File: config.mk
export PLATFORM = sky130hd
export DESIGN_NAME = router_fsm
export DESIGN_NICKNAME = d
export VERILOG_FILES = /design/src/rtl/router_fsm_pkg.sv /design/src/rtl/router_fsm.sv
export SDC_FILE = /design/constraint.sdc
export NUM_CORES = 1
export LEC_CHECK = 0
export CORE_AREA = 2 2 39 41
export CTS_CLUSTER_SIZE = 40
export DETAILED_ROUTE_END_ITERATION = 16
export DIE_AREA = 0 0 41 43
export HOLD_SLACK_MARGIN = 0.06
export PLACE_DENSITY = 0.78
export SLEW_MARGIN = 40
export SYNTH_ARGS = -nofsm -noshare
export SYNTH_HDL_FRONTEND = slang
export SYNTH_SLANG_ARGS = --single-unit
File: constraint.sdc
create_clock -name i_clk -period 2.6 [get_ports i_clk]
set_input_delay 0.52 -clock i_clk [delete_from_list [all_inputs] [get_ports i_clk]]
set_output_delay 0.52 -clock i_clk [all_outputs]
set_load 0.01 [all_outputs]
File: src/rtl/router_fsm_pkg.sv
// ---------------------------------------------------------------------------
// router_fsm_pkg
// Shared types and default sizing for the 1x3 router packet-sequencing FSM.
//   state_t          : 3-bit binary state encoding (all eight codes used)
//   RF_NUM_PORTS     : number of destination FIFOs
//   RF_ADDR_W        : width of the header address field
//   RF_TIMEOUT_CYCLES: WAIT_TILL_EMPTY watchdog limit (ROUTER_FSM_TIMEOUT_EN)
// ---------------------------------------------------------------------------
package router_fsm_pkg;

    localparam int RF_NUM_PORTS      = 3;
    localparam int RF_ADDR_W         = 2;
    localparam int RF_TIMEOUT_CYCLES = 1023;

    typedef enum logic [2:0] {
        ST_DA  = 3'd0,  // decode address
        ST_LFD = 3'd1,  // load first data (header)
        ST_LD  = 3'd2,  // load payload data
        ST_LP  = 3'd3,  // load parity
        ST_CPE = 3'd4,  // check parity error
        ST_FFS = 3'd5,  // FIFO full stall
        ST_LAF = 3'd6,  // load after full
        ST_WTE = 3'd7   // wait till destination FIFO empty
    } state_t;

endpackage

File: src/rtl/router_fsm.sv
// ---------------------------------------------------------------------------
// router_fsm
// Packet-sequencing controller for the 1x3 router. Decodes the header's
// destination and drives the state strobes consumed by the register datapath,
// the FIFO write enable and the source busy flag. All outputs are decoded
// from registered state only.
//
// Optional feature macro: ROUTER_FSM_TIMEOUT_EN
//   defined   : watchdog counter in WTE; after TIMEOUT_CYCLES cycles the FSM
//               returns to DA and o_timeout pulses for one cycle
//   undefined : WTE waits indefinitely, o_timeout tied 0
//
// Ports
//   i_clk, i_reset      clock, synchronous active-high reset
//   i_packet_valid      source framing (header through last payload byte)
//   i_datain            header address bits, sampled in DA
//   i_fifo_full         selected destination FIFO full
//   i_fifo_empty        per-destination FIFO empty
//   i_soft_reset        per-destination soft reset
//   i_parity_done       from register block
//   i_low_packet_valid  from register block
//   o_detect_add, o_lfd_state, o_ld_state, o_laf_state, o_full_state,
//   o_rst_int_reg       state strobes
//   o_write_enb_reg     FIFO write enable
//   o_busy              source must hold data
//   o_dest_addr         latched destination address
//   o_timeout           watchdog abort pulse
// ---------------------------------------------------------------------------
module router_fsm
    import router_fsm_pkg::*;
#(
    parameter int NUM_PORTS      = RF_NUM_PORTS,
    parameter int ADDR_W         = RF_ADDR_W,
    parameter int TIMEOUT_CYCLES = RF_TIMEOUT_CYCLES
) (
    input  logic                 i_clk,
    input  logic                 i_reset,
    input  logic                 i_packet_valid,
    input  logic [ADDR_W-1:0]    i_datain,
    input  logic                 i_fifo_full,
    input  logic [NUM_PORTS-1:0] i_fifo_empty,
    input  logic [NUM_PORTS-1:0] i_soft_reset,
    input  logic                 i_parity_done,
    input  logic                 i_low_packet_valid,
    output logic                 o_detect_add,
    output logic                 o_lfd_state,
    output logic                 o_ld_state,
    output logic                 o_laf_state,
    output logic                 o_full_state,
    output logic                 o_rst_int_reg,
    output logic                 o_write_enb_reg,
    output logic                 o_busy,
    output logic [ADDR_W-1:0]    o_dest_addr,
    output logic                 o_timeout
);

    state_t              r_state;
    state_t              w_next;
    logic [ADDR_W-1:0]   r_dest_addr;
    logic                w_addr_legal;
    logic                w_empty_in;
    logic                w_empty_dest;
    logic                w_soft_dest;
    logic                w_timeout_hit;
    logic                w_timeout_fire;

    // Per-port selects written as explicit compares so an out-of-range
    // address never indexes past the vectors.
    always_comb begin
        w_empty_in   = 1'b0;
        w_empty_dest = 1'b0;
        w_soft_dest  = 1'b0;
        for (int i = 0; i < NUM_PORTS; i++) begin
            if (i_datain == ADDR_W'(i)) begin
                w_empty_in = i_fifo_empty[i];
            end
            if (r_dest_addr == ADDR_W'(i)) begin
                w_empty_dest = i_fifo_empty[i];
                w_soft_dest  = i_soft_reset[i];
            end
        end
    end

    assign w_addr_legal = (int'(i_datain) < NUM_PORTS);

`ifdef ROUTER_FSM_TIMEOUT_EN
    logic [9:0] r_wte_cnt;
    logic       r_timeout;

    // Counter holds the number of completed WTE cycles; it restarts on
    // every entry into WTE.
    assign w_timeout_hit = (r_state == ST_WTE) &&
                           (r_wte_cnt == 10'(TIMEOUT_CYCLES - 1));

    always_ff @(posedge i_clk) begin
        if (i_reset) begin
            r_wte_cnt <= '0;
            r_timeout <= 1'b0;
        end else begin
            r_timeout <= w_timeout_fire;
            if (r_state == ST_WTE && w_next == ST_WTE) begin
                r_wte_cnt <= r_wte_cnt + 10'd1;
            end else begin
                r_wte_cnt <= '0;
            end
        end
    end

    assign o_timeout = r_timeout;
`else
    // No watchdog in this build; the term below is constant false.
    assign w_timeout_hit = (TIMEOUT_CYCLES < 0);
    assign o_timeout     = 1'b0;
`endif

    always_comb begin
        w_next         = r_state;
        w_timeout_fire = 1'b0;
        case (r_state)
            ST_DA: begin
                if (i_packet_valid && w_addr_legal) begin
                    w_next = w_empty_in ? ST_LFD : ST_WTE;
                end
            end
            ST_LFD: w_next = ST_LD;
            ST_LD: begin
                if (i_fifo_full) begin
                    w_next = ST_FFS;
                end else if (!i_packet_valid) begin
                    w_next = ST_LP;
                end
            end
            ST_FFS: begin
                if (!i_fifo_full) begin
                    w_next = ST_LAF;
                end
            end
            ST_LAF: begin
                if (i_parity_done) begin
                    w_next = ST_DA;
                end else if (i_low_packet_valid) begin
                    w_next = ST_LP;
                end else begin
                    w_next = ST_LD;
                end
            end
            ST_LP:  w_next = ST_CPE;
            ST_CPE: w_next = i_fifo_full ? ST_FFS : ST_DA;
            ST_WTE: begin
                if (w_empty_dest) begin
                    w_next = ST_LFD;
                end else if (w_timeout_hit) begin
                    w_next         = ST_DA;
                    w_timeout_fire = 1'b1;
                end
            end
            default: w_next = ST_DA;
        endcase
        // Soft reset of the current destination overrides everything,
        // including a pending watchdog abort.
        if (w_soft_dest) begin
            w_next         = ST_DA;
            w_timeout_fire = 1'b0;
        end
    end

    always_ff @(posedge i_clk) begin
        if (i_reset) begin
            r_state     <= ST_DA;
            r_dest_addr <= '0;
        end else begin
            r_state <= w_next;
            if (r_state == ST_DA && i_packet_valid && w_addr_legal) begin
                r_dest_addr <= i_datain;
            end
        end
    end

    assign o_detect_add    = (r_state == ST_DA);
    assign o_lfd_state     = (r_state == ST_LFD);
    assign o_ld_state      = (r_state == ST_LD);
    assign o_laf_state     = (r_state == ST_LAF);
    assign o_full_state    = (r_state == ST_FFS);
    assign o_rst_int_reg   = (r_state == ST_CPE);
    assign o_write_enb_reg = (r_state == ST_LD) || (r_state == ST_LP) ||
                             (r_state == ST_LAF);
    assign o_busy          = (r_state == ST_LFD) || (r_state == ST_FFS) ||
                             (r_state == ST_LAF) || (r_state == ST_LP)  ||
                             (r_state == ST_CPE) || (r_state == ST_WTE);
    assign o_dest_addr     = r_dest_addr;

endmodule

==> flow_summary.ini <==
[global_routing]
grt-ovfl-total = 0
grt_pass1_vias = 492
grt_max_degree = 15
grt_first_pass_wirelength_um = 2040
antenna_found_initial = 0
grt_usage_pct = 16.7

[placement]
hpwl_um = 925
gp_congestion = 0.745
port_buffers = 23

[floorplan]
core_mm2 = 0.00138
die_w_um = 41
fp.dieH_um = 43
io_pins = 25
start_util_pct = 35.8
die_area_mm2 = 0.00176
core.rowCount = 14

[drt]
wl_met3_um = 84
dr.pass1.iters = 2
drt_wl_total_um = 1210
m1WireLength_um = 518
first_iter_violations = 3
vias_per_cell = 5.32
ant_nets = 0
wl_per_cell_um = 12.2
drcViolationCount = 0
met2_length_um = 596
vias = 527
top_layer_used = met4

[setup_path]
critPathKind = flip-flop to output pin
cp.required_ns = 2.08
rr_worst_depth = 4
worst-path-max-fanout = 14
critPathCaptureType = output pin
start_kind = flip-flop
crit_arrival_ns = 1.74

[finish]
diodes = 0
drive_gt1_share_pct = 12.0
nNetsFinal = 98
area.growth.synth_to_final_pct = 45.5
n_fill_cell = 156
post-route-util_pct = 52.1

[timing]
fin_setup_tns_ns = 0
rsz0062_at_grt = false
timing.hold.ws_ns = 0.629
finalHoldViolations = 0
setup_violations = 0
max_freq_mhz = 443
maxSlewViolCount = 0
finalCriticalPeriod_ns = 2.26
fin_crit_sh_pct = 86.8
worst_clock_skew_ns = 0.00370

[yosys]
yosys.area.top_type_share_pct = 20.2
yosysWarningCount = 0
ys_seq_area_share_pct = 20.2
synth_commonest_cells = 6 x nor2_1, 5 x dfxtp_1
async_reset_ff_share_pct = 0
ys_ff_latch = 5
synth_most_common_cell = nor2_1
syn_area_um2 = 495
synth-edff-count = 0
ys.flop_type = dfxtp_1
ys_types = 33
synth_area_leaders = dfxtp_1 20%, mux2i_1 8.1%, clkbuf_8 5.6%, nand3b_1 4.5%, nor2_1 4.5%
synth_cells = 61
synth.avg_cell_area_um2 = 8.12
yosysTopAreaCell = dfxtp_1
syn_nets = 75

[power_and_ir_drop]
p_int_w = 0.000246
p_leak_nw = 0.269
combPwrFrac_pct = 47.2
swShare_pct = 35.4
powerDensity_mw_per_mm2 = 529
p_clk_share_pct = 23.5
p_switching_w = 0.000135
seq_power_share_pct = 29.3
ir_drop_uv = 248

[clock_network]
cts_tree = done
clock_sinks = 5
hold_buffers = 0
post_cts_buffers = 0
clock_path_buffers = 2
cts.clk_slew.worst_paths_ns = 0.05
cts_buffers = 3
cts-root-buf = clkbuf_4
cts_resized = 0
insertion_delay_ns = 0.24
htreeDepth = 1

[job]
cap_viol_max_count = 0

[hold_path]
hold_class = flip-flop to flip-flop
worstHoldPathCells = 1

[outcome]
status = complete, no violations
[per-layer routing]
layer	vias up	global-route usage, %
met5	-	0
met4	0	6.00
met3	2	4.71
met2	24	28.4
met1	233	18.4
li1	268	-
[cell families (layout without fill, tap and decap cells)]
family	after synthesis	in the layout	synth area share, %
simple gates	24	24	27.3
fa+ha+maj	1	1	2.02
other cells	1	1	0.757
compound gates	17	17	28.3
flops	5	5	20.2
mux	4	4	8.08
buf+inv	9	31	13.4
[power by group through the flow]
stage                clock, W  combinational (W)  sequential (W)
floorplan                   0           0.000128       0.0000985
global placement            0           0.000176        0.000112
detailed placement          0           0.000178        0.000112
CTS                 0.0000913           0.000181        0.000111
global route        0.0000944           0.000199        0.000115
finish              0.0000895           0.000180        0.000112
[critical path, stage by stage, from the launching register on]
cell,delay [ns]
dfxtp_1,0.56
or2_0,0.34
clkdlybuf4s50_1,0.60
[area by class of cell]
cell class                 instances  area, um^2  area share [%]
clock buffer                       4        26.3            3.65
tap                               16        20.0            2.78
timing repair buffer              23         230            31.9
multi-input combinational         47         329            45.7
inverter                           4        15.0            2.08
sequential                         5         100            13.9
[placed cells by master, fill, tap and decap left out, types with 2 or more instances in the layout]
cell type | Yosys | layout
clkdlybuf4s50_1 | 0 | 23
nor2_1 | 6 | 6
dfxtp_1 | 5 | 5
inv_1 | 4 | 4
nor3_1 | 4 | 4
a21oi_1 | 4 | 4
mux2i_1 | 4 | 4
nand3b_1 | 3 | 3
clkbuf_4 | 0 | 3
and3_2 | 2 | 2
o21a_1 | 2 | 2
nand2_1 | 2 | 2
nor2b_1 | 2 | 2
[stage by stage]
stage          power [W]  cells  setup slack [ns]  instance area [um^2]
3_5_place_dp    0.000290     95             0.586                   694
4_1_cts         0.000384     99             0.343                   721
3_3_place_gp    0.000288     95             0.637                   694
2_1_floorplan   0.000226     61              1.15                   495
5_1_grt         0.000408     99             0.233                   721
6_report        0.000381     99             0.342                   721
[worst paths after layout]
check / slack (ns) / to / from
worst max-delay path: 0.34 / o_busy / r_state[0]$_SDFFE_PP0P_
worst min register to register: 0.63 / o_dest_addr[0]$_SDFFE_PP0P_ / o_dest_addr[0]$_SDFFE_PP0P_
worst min-delay path: 0.63 / o_dest_addr[0]$_SDFFE_PP0P_ / o_dest_addr[0]$_SDFFE_PP0P_
worst max register to register: 1.06 / r_state[2]$_SDFFE_PP0P_ / r_state[1]$_SDFFE_PP0P_
[registers in the layout, indices dropped and copies added (netlist names)]
name         cells
r_state          3
o_dest_addr      2
Note: power is estimated with default switching activity, not from simulation.
